<file path="src/rtl/store_trace_buffer.sv">
// Store trace buffer: captures processor data-memory stores into a small
// circular record FIFO and streams each record out as a 10-byte packet
// (0xA5 header, address byte, 8 data bytes little-endian) over a
// valid/ready byte interface.
module store_trace_buffer #(
  parameter int N     = 64,
  parameter int DEPTH = 8
) (
  input  logic         CLOCK_50,
  input  logic         reset,
  input  logic         wr_en,
  input  logic [N-1:0] wr_addr,
  input  logic [N-1:0] wr_data,
  input  logic         drain_en,
  output logic [7:0]   out_data,
  output logic         out_valid,
  input  logic         out_ready,
  output logic         full,
  output logic         empty,
  output logic [7:0]   drop_count
);

  localparam int PW = (DEPTH > 1) ? $clog2(DEPTH) : 1;
  localparam int CW = $clog2(DEPTH + 1);
  localparam int RW = N + 6;
  localparam logic [CW-1:0] FULL_COUNT = CW'(DEPTH);

  typedef enum logic [1:0] {
    IDLE,
    HDR,
    ADDR,
    DATA
  } state_t;

  // Record storage and FIFO bookkeeping
  logic [RW-1:0] mem [DEPTH];
  logic [PW-1:0] wr_ptr;
  logic [PW-1:0] rd_ptr;
  logic [CW-1:0] count;
  logic [CW-1:0] count_next;

  // Serializer state
  state_t        state;
  logic [2:0]    byte_idx;
  logic [2:0]    next_idx;

  // Head-of-FIFO record fields
  logic [RW-1:0] head_rec;
  logic [5:0]    head_addr;
  logic [63:0]   head_data;

  logic          pop;
  logic          push_ok;
  logic          unused_addr_bits;

  // Only address bits [8:3] are part of a record.
  assign unused_addr_bits = ^{wr_addr[N-1:9], wr_addr[2:0]};

  assign head_rec  = mem[rd_ptr];
  assign head_addr = head_rec[RW-1:N];

  if (N >= 64) begin : g_data_wide
    assign head_data = head_rec[63:0];
  end else begin : g_data_narrow
    assign head_data = {{(64 - N){1'b0}}, head_rec[N-1:0]};
  end

  // The record leaves the FIFO only when its last data byte is accepted.
  assign pop      = (state == DATA) && (byte_idx == 3'd7) && out_ready;
  // A pop on the same edge frees the slot the push needs.
  assign push_ok  = wr_en && (!full || pop);
  assign next_idx = byte_idx + 3'd1;

  // Next occupancy; push and pop together leave it unchanged
  always_comb begin
    count_next = count;
    if (push_ok && !pop) begin
      count_next = count + 1'b1;
    end else if (pop && !push_ok) begin
      count_next = count - 1'b1;
    end
  end

  // Record write port; reset discards contents through the pointers
  always_ff @(posedge CLOCK_50) begin
    if (!reset && push_ok) begin
      mem[wr_ptr] <= {wr_addr[8:3], wr_data};
    end
  end

  // FIFO pointers, occupancy flags and saturating drop counter
  always_ff @(posedge CLOCK_50) begin
    if (reset) begin
      wr_ptr     <= '0;
      rd_ptr     <= '0;
      count      <= '0;
      full       <= 1'b0;
      empty      <= 1'b1;
      drop_count <= '0;
    end else begin
      if (push_ok) begin
        wr_ptr <= wr_ptr + 1'b1;
      end
      if (pop) begin
        rd_ptr <= rd_ptr + 1'b1;
      end
      count <= count_next;
      full  <= (count_next == FULL_COUNT);
      empty <= (count_next == '0);
      if (wr_en && !push_ok && (drop_count != 8'hFF)) begin
        drop_count <= drop_count + 8'd1;
      end
    end
  end

  // Byte serializer FSM with registered out_data/out_valid
  always_ff @(posedge CLOCK_50) begin
    if (reset) begin
      state     <= IDLE;
      byte_idx  <= '0;
      out_valid <= 1'b0;
      out_data  <= '0;
    end else begin
      case (state)
        IDLE: begin
          if (drain_en && !empty) begin
            state     <= HDR;
            out_valid <= 1'b1;
            out_data  <= 8'hA5;
          end
        end
        HDR: begin
          if (out_ready) begin
            state    <= ADDR;
            out_data <= {2'b00, head_addr};
          end
        end
        ADDR: begin
          if (out_ready) begin
            state    <= DATA;
            byte_idx <= '0;
            out_data <= head_data[7:0];
          end
        end
        DATA: begin
          if (out_ready) begin
            if (byte_idx == 3'd7) begin
              state     <= IDLE;
              byte_idx  <= '0;
              out_valid <= 1'b0;
            end else begin
              byte_idx <= next_idx;
              out_data <= head_data[{next_idx, 3'b000} +: 8];
            end
          end
        end
        default: begin
          state     <= IDLE;
          byte_idx  <= '0;
          out_valid <= 1'b0;
        end
      endcase
    end
  end

endmodule

</file>
<file path="config.mk">
export PLATFORM = sky130hd
export DESIGN_NAME = store_trace_buffer
export DESIGN_NICKNAME = d
export VERILOG_FILES = /design/src/rtl/store_trace_buffer.sv
export SDC_FILE = /design/constraint.sdc
export NUM_CORES = 1
export LEC_CHECK = 0
export BUFFER_PORTS_ARGS = -buffer_cell sky130_fd_sc_hd__buf_2
export CORE_UTILIZATION = 45
export CTS_BUF_LIST = sky130_fd_sc_hd__clkbuf_4
export DETAILED_ROUTE_END_ITERATION = 6
export GPL_TIMING_DRIVEN = 0
export PLACE_DENSITY = 0.68
export SKIP_LAST_GASP = 1
export SYNTH_ARGS = -nofsm -noshare
export SYNTH_HDL_FRONTEND = slang
export SYNTH_SLANG_ARGS = --single-unit
</file>
<file path="constraint.sdc">
create_clock -name CLOCK_50 -period 10.3 [get_ports CLOCK_50]
set_input_delay 1.545 -clock CLOCK_50 [delete_from_list [all_inputs] [get_ports CLOCK_50]]
set_output_delay 1.545 -clock CLOCK_50 [all_outputs]
set_load 0.01 [all_outputs]
</file>
==> results of run 1 <==
## cell usage in the layout (no fill, tap or decap), drive strengths merged, types with 4 or more instances in the layout
master / n
nand4: 6
nor3: 7
nor2: 40
nand2b: 6
nor2b: 8
edfxtp: 560
a21oi: 21
o21ai: 17
xnor2: 4
clkinv: 22
a31oi: 6
a2111oi: 4
or2: 4
clkbuf: 241
buf: 206
diode: 7
nor4: 6
o22ai: 6
dfxtp: 37
bufinv: 4
nand2: 34
mux2: 29
o211ai: 5
xor2: 7
mux2i: 19
a22oi: 13
mux4: 148
ha: 11
inv: 15
a211oi: 4
nand3: 11
## state kept, by name, summed over array words and instances, names as in the netlist, named ones only
signal / count
mem: 560
byte_idx: 3
out_data: 8
full: 1
empty: 1
count: 4
drop_count: 8
state: 2
wr_ptr: 3
rd_ptr: 3
out_valid: 1
## power groups by stage
| stage | sequential [mW] | clock [mW] | combinational, mW |
|---|---|---|---|
| floorplan | 2.77 | 0 | 0.134 |
| detailed placement | 2.77 | 0 | 0.253 |
| CTS | 2.72 | 2.04 | 0.254 |
| global route | 2.72 | 2.15 | 0.280 |
| finish | 2.72 | 1.98 | 0.259 |
| global placement | 2.78 | 0 | 0.230 |
## per-stage QoR
| step | cell area, um^2 | worst slack (ps) |
|---|---|---|
| 2_1_floorplan | 23200 | -219 |
| 3_3_place_gp | 24500 | -8460 |
| 3_5_place_dp | 25300 | 5240 |
| 4_1_cts | 27200 | 6080 |
| 5_1_grt | 27300 | 5800 |
| 6_report | 27300 | 6060 |
## worst max path at each step
| stage | endpoint | slack, ps | cells past startpoint | start |
|---|---|---|---|---|
| after detailed placement | mem[6][58] | 5240 | 9 | out_ready |
| after floorplan | mem[5][0] | -220 | 5 | out_ready |
| final | mem[6][42] | 6060 | 10 | state[0] |
| after CTS | mem[6][11] | 6080 | 10 | state[0] |
| after global routing | mem[1][42] | 5800 | 10 | state[0] |
| after global placement | mem[6][58] | -8460 | 5 | out_ready |
## layer usage
metal  share of wire, %  vias to the layer above
met4                2.1                       10
met1                 42                     6390
li1                   -                     5366
met2                 49                      488
met3                7.0                       85
met5               0.11                        -
## worst reg2reg max path, stage by stage, from the launching register on
cell,delay (ps)
dfxtp_1,400
ha_1,190
clkbuf_1,370
nand3_1,420
a21boi_1,590
nand2_1,300
nor4b_2,800
buf_4,340
buf_6,170
buf_6,160
buf_4,200
## cells by family (layout without fill, tap and decap cells)
family	count (synthesis)	count (layout)	share of synthesized area (%)
flip-flops	597	597	75.6
multiplexers	196	196	16.6
AND/OR/NAND/NOR	138	138	2.90
AO/OA/AOI/OAI	86	86	2.38
buffers and inverters	69	489	1.54
adder cells (fa/ha/maj)	11	11	0.593
XOR/XNOR	11	11	0.415
other	0	7	0
## area by class of cell
class | instances | area (um^2) | share of cell area [%]
Clock inverter | 30 | 223 | 0.817
Buffer | 57 | 313 | 1.15
Multi-Input combinational cell | 442 | 5370 | 19.7
Inverter | 12 | 45.0 | 0.165
Timing Repair Buffer | 167 | 1220 | 4.47
Sequential cell | 597 | 17600 | 64.4
Clock buffer | 223 | 1670 | 6.14
Tap cell | 672 | 841 | 3.08
Antenna cell | 7 | 17.5 | 0.0643
==> flow_summary.ini, run 1 <==
[status]
outcome = complete, no violations

[sta]
hold_viol = 0
rsz0062_at_grt = no
fin_crit_ps = 4240
finClkSkew_ps = 39.3
holdWs_ps = 518
tightest_slew_ps = 1230
relSlewSlack_pct = 18.0
setup_viol = 0
slew_violations = 0
fin_crit_sh_pct = 41.2
fin_setup_tns_ps = 0
fmax_mhz = 236

[power_and_ir_drop]
seq_power_share_pct = 54.8
clkPwrFrac_pct = 40.0
internal_power_mw = 3.87
power_switching_mw = 1.09
fin_total_pwr_mw = 4.96
p_per_area_mw_per_mm2 = 182
p_leak_nw = 9.03
pwr-share-comb_pct = 5.2
sw_frac_of_total_pct = 22.0
vdd_drop_max_v = 0.0000914

[grt]
grt.met3_usage_pct = 5.73
grt_pass1_wl_mm = 79.8
grt_max_degree = 25
antenna_found_initial = 9
grt_use_met2_pct = 33.1
grt_pass1_vias = 12700
busiest_layer = met2
grtUsageMet1_pct = 28.3
grt_use_total_pct = 21.1
grt.overflow.total = 0

[placed_design]
port_buffers = 91
gp_congestion = 0.902
hpwl_mm = 36.8
dpl.cell_count = 1947

[route]
drt_iter0_drc = 1255
drtAntennaViolNets = 0
post_drt_via_cell_ratio = 5.59
routed_wl_mm = 53.7
route.vias.total = 12300
first_pass_iters = 5
drc_errors = 0
wl_per_cell_um = 24.3

[floorplanning]
coreArea_mm2 = 0.0506
fp.dieH_um = 229
start_util_pct = 45.9
die_area_mm2 = 0.0525
rows = 82
io_pins = 152
die_w_um = 229

[synthesis]
syn_inst = 1108
yosysMostFrequentCell = edfxtp_1
synth_edf_count = 560
syn_nets = 1252
synth_cell_type_count = 46
avgSynthCellArea_um2 = 21.0
yosys-top-cells-area = edfxtp_1 72%, mux4_2 14%, dfxtp_1 3.2%
synth-seq-cells = 597
synth_area_mm2 = 0.0232
post-synth-top-area-fraction_pct = 72.4
async_flop_share_pct = 0
synth_commonest_cells = 560 x edfxtp_1, 148 x mux4_2, 40 x nor2_1, 37 x dfxtp_1, 34 x nand2_1
synthFlopType = edfxtp_1
ys_warn_count = 0
synth_area_leader_cell = edfxtp_1
yosysSeqAreaShare_pct = 75.6

[worst_setup_path]
criticalPathCategory = reg2reg
start_kind = flop
cpMaxStageDelayCell = nor4b_2
endpoint_kind = flop
crit_family = simple AND/OR/NAND/NOR gates
r2r_cells = 10
crit_buf_inv = 5
r2r_slack_ps = 6060
reg2reg_from = state[0]
path_cells = ha_1 > clkbuf_1 > nand3_1 > a21boi_1 > nand2_1 > nor4b_2 > buf_4 > buf_6 > buf_6 > buf_4
slowest_delay_ps = 800
r2r-end = mem[6][42]
cp.required_ps = 10940
critical_path_peak_fanout = 10
arrival_ps = 4880

[cts]
post_cts_buffers = 0
clkLatencyLatePin_ps = 960
cts.clk_slew.worst_paths_ps = 60
cts.htree.levels = 4
cts_tree = yes
ctsHoldBuffers = 0
clk_path_buf_depth = 3
cts_made_buffers = 149
cts_sinks = 597
ctsResizeCount = 0
ctsRootBufferMaster = clkbuf_4

[final_layout]
stdcell_count = 2207
fin_nets = 1570
synthToLayoutAreaGrowth_pct = 17.4
fillers = 3954
final_layout_size_suffix_gt1_share_pct = 40.9
fin_util_pct = 53.9

[worst_hold_path]
hold_start = byte_idx[2]
hold_class = reg2reg
whs_path_depth = 2
min_to = byte_idx[2]

[flow_run]
max-cap-violations = 0
(Power assumes the default switching activity.)
==> inputs of run 2 (changes only) <==
- clock period: 10.3 -> 3.9 ns (I/O delays scaled with it)
==> run 2 against run 1 <==
  * Sequential share of layout area down 1.6 points
  * Setup slack lost 5400 ps
  * Register-to-register slack lost 5400 ps
  * Hold slack got worse by 340 ps
  * Clock skew grew 12 ps
  * Clock power rose to 2.6 times the previous value
  * Clock-buffer cell count decreased by 1
  * Core utilization grew 1.4 points
  * Non-clock buffer count is 45 higher
==> flow_summary.ini, run 2 (synthesized netlist as in run 1, its figures left out) <==
[status]
outcome = complete, no violations

[worst_setup_path]
critical_path_peak_fanout = 10
path_cells = clkbuf_1 > buf_1 > clkbuf_1 > mux2_2 > nand3_1 > a21oi_1
r2r-end = out_data[2]
cpMaxStageDelayCell = buf_1
slowest_delay_ps = 910
cp.required_ps = 4710
r2r_cells = 6
crit_buf_inv = 3
arrival_ps = 4070
crit_family = buffers and inverters
cpMostUsedCell = clkbuf_1
reg2reg_from = byte_idx[0]
start_kind = flop
r2r_slack_ps = 640
criticalPathCategory = reg2reg
endpoint_kind = flop

[route]
wl_per_cell_um = 23.7
drc_errors = 0
routed_wl_mm = 53.3
first_pass_iters = 5
drtAntennaViolNets = 0
route.vias.total = 12500
drt_iter0_drc = 1138
post_drt_via_cell_ratio = 5.56

[sta]
tightest_slew_ps = 1160
hold_viol = 0
fmax_mhz = 306
setup_viol = 0
holdWs_ps = 176
fin_crit_ps = 3260
rsz0062_at_grt = no
finClkSkew_ps = 51.2
slew_violations = 0
relSlewSlack_pct = 23.0
fin_crit_sh_pct = 83.7
fin_setup_tns_ps = 0

[cts]
cts_made_buffers = 150
clkLatencyLatePin_ps = 950
clk_path_buf_depth = 3
cts.htree.levels = 4
cts_sinks = 597
ctsRootBufferMaster = clkbuf_4
cts.clk_slew.worst_paths_ps = 70
ctsResizeCount = 0
cts_tree = yes

[final_layout]
stdcell_count = 2251
regMostFlops = mem
layout_commonest_cell = edfxtp_1
synthToLayoutAreaGrowth_pct = 20.4
fin_util_pct = 55.3
largest_register_ffs = 560
fin_nets = 1616
fillers = 3902
top_regs = mem: 560 flops, drop_count: 8 flops, out_data: 8 flops
final_layout_size_suffix_gt1_share_pct = 38.5
layout_common_cells = 560 x edfxtp_1, 223 x clkbuf_4, 148 x mux4_2

[floorplanning]
coreArea_mm2 = 0.0506
start_util_pct = 45.9
io_pins = 152
fp.dieH_um = 229
rows = 82
die_w_um = 229
die_area_mm2 = 0.0525

[flow_run]
max-cap-violations = 0

[grt]
grt_max_degree = 22
grt_pass1_vias = 12900
grt_pass1_wl_mm = 79.9
grt.overflow.total = 0
antenna_found_initial = 4
grt_use_total_pct = 21.1

[placed_design]
hpwl_mm = 35.3
port_buffers = 91
dpl.cell_count = 1920
gp_congestion = 0.894

[power_and_ir_drop]
p_per_area_mw_per_mm2 = 466
p_leak_nw = 9.22
vdd_drop_max_v = 0.000258

[worst_hold_path]
hold_start = reset
min_to = count[3]
hold_class = in2reg
whs_path_depth = 2
-- run 2: metrics by stage --
step,power [mW],instance area (um^2),setup WS [ps]
3_5_place_dp,7.98,25400,668
3_3_place_gp,7.94,24700,-2670
6_report,13.0,28000,635
2_1_floorplan,7.67,23400,-124
4_1_cts,13.2,27900,656
5_1_grt,13.6,28000,487
-- run 2: per-layer routing --
metal / routed length [um] / global-route usage (%)
met1: 22100 / 27.9
met2: 26100 / 32.8
met3: 4200 / 6.88
met4: 861 / 7.31
met5: 16 / 0
-- run 2: layout make-up --
type / count / area (um^2) / area share, %
inverter: 12 / 45.0 / 0.161
clock buffer: 222 / 1670 / 5.96
clock inverter: 35 / 189 / 0.676
tap: 672 / 841 / 3.01
timing repair buffer: 212 / 1840 / 6.58
multi-input combinational: 442 / 5470 / 19.6
buffer: 57 / 337 / 1.20
sequential: 597 / 17600 / 62.8
antenna: 2 / 5.00 / 0.0179
-- run 2: report_power, final --
group,switching [mW],internal [mW]
clock network,2.40,2.72
registers,0.0693,7.12
logic,0.439,0.298
total,2.91,10.1
-- run 2: worst max-delay path by stage --
stage	start	to	slack, ps	cells past startpoint
2_1_floorplan	byte_idx[1]	mem[7][0]	-120	7
3_3_place_gp	state[0]	mem[7][23]	-2670	6
3_5_place_dp	byte_idx[0]	out_data[2]	670	6
4_1_cts	flop	out_data[7]	660	9
5_1_grt	state[0]	mem[7][62]	490	10
6_report	byte_idx[0]	out_data[2]	640	6
-- run 2: timing repair --
item	4_1_cts	5_1_grt
setup buffers	0	0
endpoints found under the setup margin	0	0
endpoints found under the hold margin	564	0
hold buffers	72	0
==> inputs of run 3 (changes only) <==
- PLACE_DENSITY: 0.68 -> 0.65
- clock period: 3.9 -> 3.1 ns (I/O delays scaled with it)
==> run 3 against run 2 <==
  * Maximum frequency rose by 9.4%
  * Highest routed layer unchanged
  * Sequential cell count unchanged
  * Clock-buffer cell count is 2 lower
  * First-iteration DRC count fell by 4.3%
  * Largest power group unchanged
  * Hold slack worse by 18 ps
  * Critical path depth unchanged
==> flow_summary.ini, run 3 (synthesized netlist as in run 1, its figures left out) <==
[cts]
cts.clk_slew.worst_paths_ps = 60
cts_tree = yes
cts_sinks = 597
clkLatencyLatePin_ps = 950
cts_made_buffers = 152
ctsRootBufferMaster = clkbuf_4
clk_path_buf_depth = 3
cts.htree.levels = 4

[worst_setup_path]
criticalPathCategory = reg2reg
arrival_ps = 3800
start_kind = flop
slowest_delay_ps = 680
cp.required_ps = 3920
endpoint_kind = flop
cpMostUsedCell = clkbuf_1
critical_path_peak_fanout = 10
r2r_cells = 6
cpMaxStageDelayCell = clkdlybuf4s15_2
path_cells = clkbuf_1 > clkdlybuf4s15_2 > clkbuf_1 > mux2_2 > nand3_1 > a21oi_1

[grt]
grt_pass1_wl_mm = 80.8
grt_use_met2_pct = 32.7
grt.met3_usage_pct = 6.46
grt_pass1_vias = 13000
antenna_found_initial = 5
grt_use_total_pct = 21.3
grt_max_degree = 23
busiest_layer = met2
grt.overflow.total = 0
grtUsageMet1_pct = 28.7

[floorplanning]
die_area_mm2 = 0.0525
fp.dieH_um = 229
coreArea_mm2 = 0.0506
rows = 82
io_pins = 152
die_w_um = 229
start_util_pct = 45.9

[final_layout]
fin_nets = 1634
layout_commonest_cell = edfxtp_1
final_layout_size_suffix_gt1_share_pct = 39.1
fillers = 3894
top_regs = mem: 560 flops, drop_count: 8 flops, out_data: 8 flops
largest_register_ffs = 560
design_area_mm2 = 0.0282
layout_common_cells = 560 x edfxtp_1, 224 x clkbuf_4, 148 x mux4_2
regMostFlops = mem
synthToLayoutAreaGrowth_pct = 21.6

[route]
post_drt_via_cell_ratio = 5.55
first_pass_iters = 5
route.vias.total = 12600
routed_wl_mm = 54.2
wl_per_cell_um = 23.8
drc_errors = 0
drt_iter0_drc = 1089
drtAntennaViolNets = 0

[placed_design]
hpwl_mm = 36.1
gp_congestion = 0.882
dpl_cell_area_mm2 = 0.0254
port_buffers = 91

[worst_hold_path]
hold_class = in2reg
whs_path_depth = 5

[flow_run]
max-cap-violations = 0

[sta]
slew_violations = 0
finClkSkew_ps = 43.4
fmax_mhz = 335
relSlewSlack_pct = 43.5
setup_viol = 0
rsz0062_at_grt = yes
tightest_slew_ps = 847
fin_crit_sh_pct = 96.3
hold_viol = 0
fin_crit_ps = 2990

[power_and_ir_drop]
p_per_area_mw_per_mm2 = 592
fin_total_pwr_mw = 16.7
vdd_drop_max_v = 0.000296
p_leak_nw = 9.36

[status]
outcome = complete, no violations
[run 3: cell types whose count changed in the layout (fill, tap and decap cells not counted), sizes merged]
cell,change
bufinv,+3
diode,+1
inv,-2
clkinvlp,-1
clkdlybuf4s15,+1
buf,+10
dlygate4sd3,+1
clkinv,+11
clkbuf,+2
[run 3: layout make-up]
| type | count | area (um^2) | share of cell area (%) |
|---|---|---|---|
| multi-input combinational | 442 | 5480 | 19.4 |
| inverter | 12 | 45.0 | 0.159 |
| tap | 672 | 841 | 2.98 |
| clock inverter | 46 | 309 | 1.09 |
| buffer | 56 | 349 | 1.24 |
| antenna | 3 | 7.51 | 0.0266 |
| sequential | 597 | 17600 | 62.2 |
| clock buffer | 220 | 1650 | 5.85 |
| timing repair buffer | 229 | 2000 | 7.10 |
[run 3: final timing paths]
check	from	endpoint	slack, ps
setup / recovery	byte_idx[0]	out_data[2]	110
hold / removal	drain_en	state[0]	160
setup reg to reg	byte_idx[0]	out_data[2]	110
hold reg to reg	state[0]	state[0]	510
[run 3: per-stage QoR]
step | TNS (ps) | std cells | hold WS, ps | util (%) | setup WS [ps]
global placement | -1540020 | 1871 | 484 | 48.8 | -3600
floorplan | -343390 | 1108 | 466 | - | -911
global route | -58.1 | 2277 | 99.8 | 55.8 | -58.1
finish | 0 | 2277 | 157 | 55.8 | 115
CTS | 0 | 2261 | 17.4 | 55.6 | 12.9
detailed placement | -455 | 1922 | 503 | 50.3 | -181
[run 3: routing by layer]
metal  vias up  part of all wire [%]
li1       5494                     -
met1      6530                    43
met2       520                    47
met3        78                   7.5
met4         4                   2.2
met5         -                 0.042
[run 3: worst max-delay path, delay by kind of cell (launching register included)]
family | cells | cell delay [ps]
mux | 1 | 470
compound gates | 1 | 60
buf+inv | 3 | 1890
simple gates | 1 | 100
flops | 1 | 350
[run 3: power by group]
part           switching (mW)  total [mW]  internal, mW
registers              0.0821        9.03          8.95
logic                   0.556       0.941         0.385
clock network            3.08        6.75          3.66
[run 3: what timing repair did]
item	in CTS	in global routing
pin swaps	0	3
hold buffers	73	0
hold endpoints to repair	571	0
setup buffers	0	14
endpoints found under the setup margin	6	37
gates resized for setup	4	7
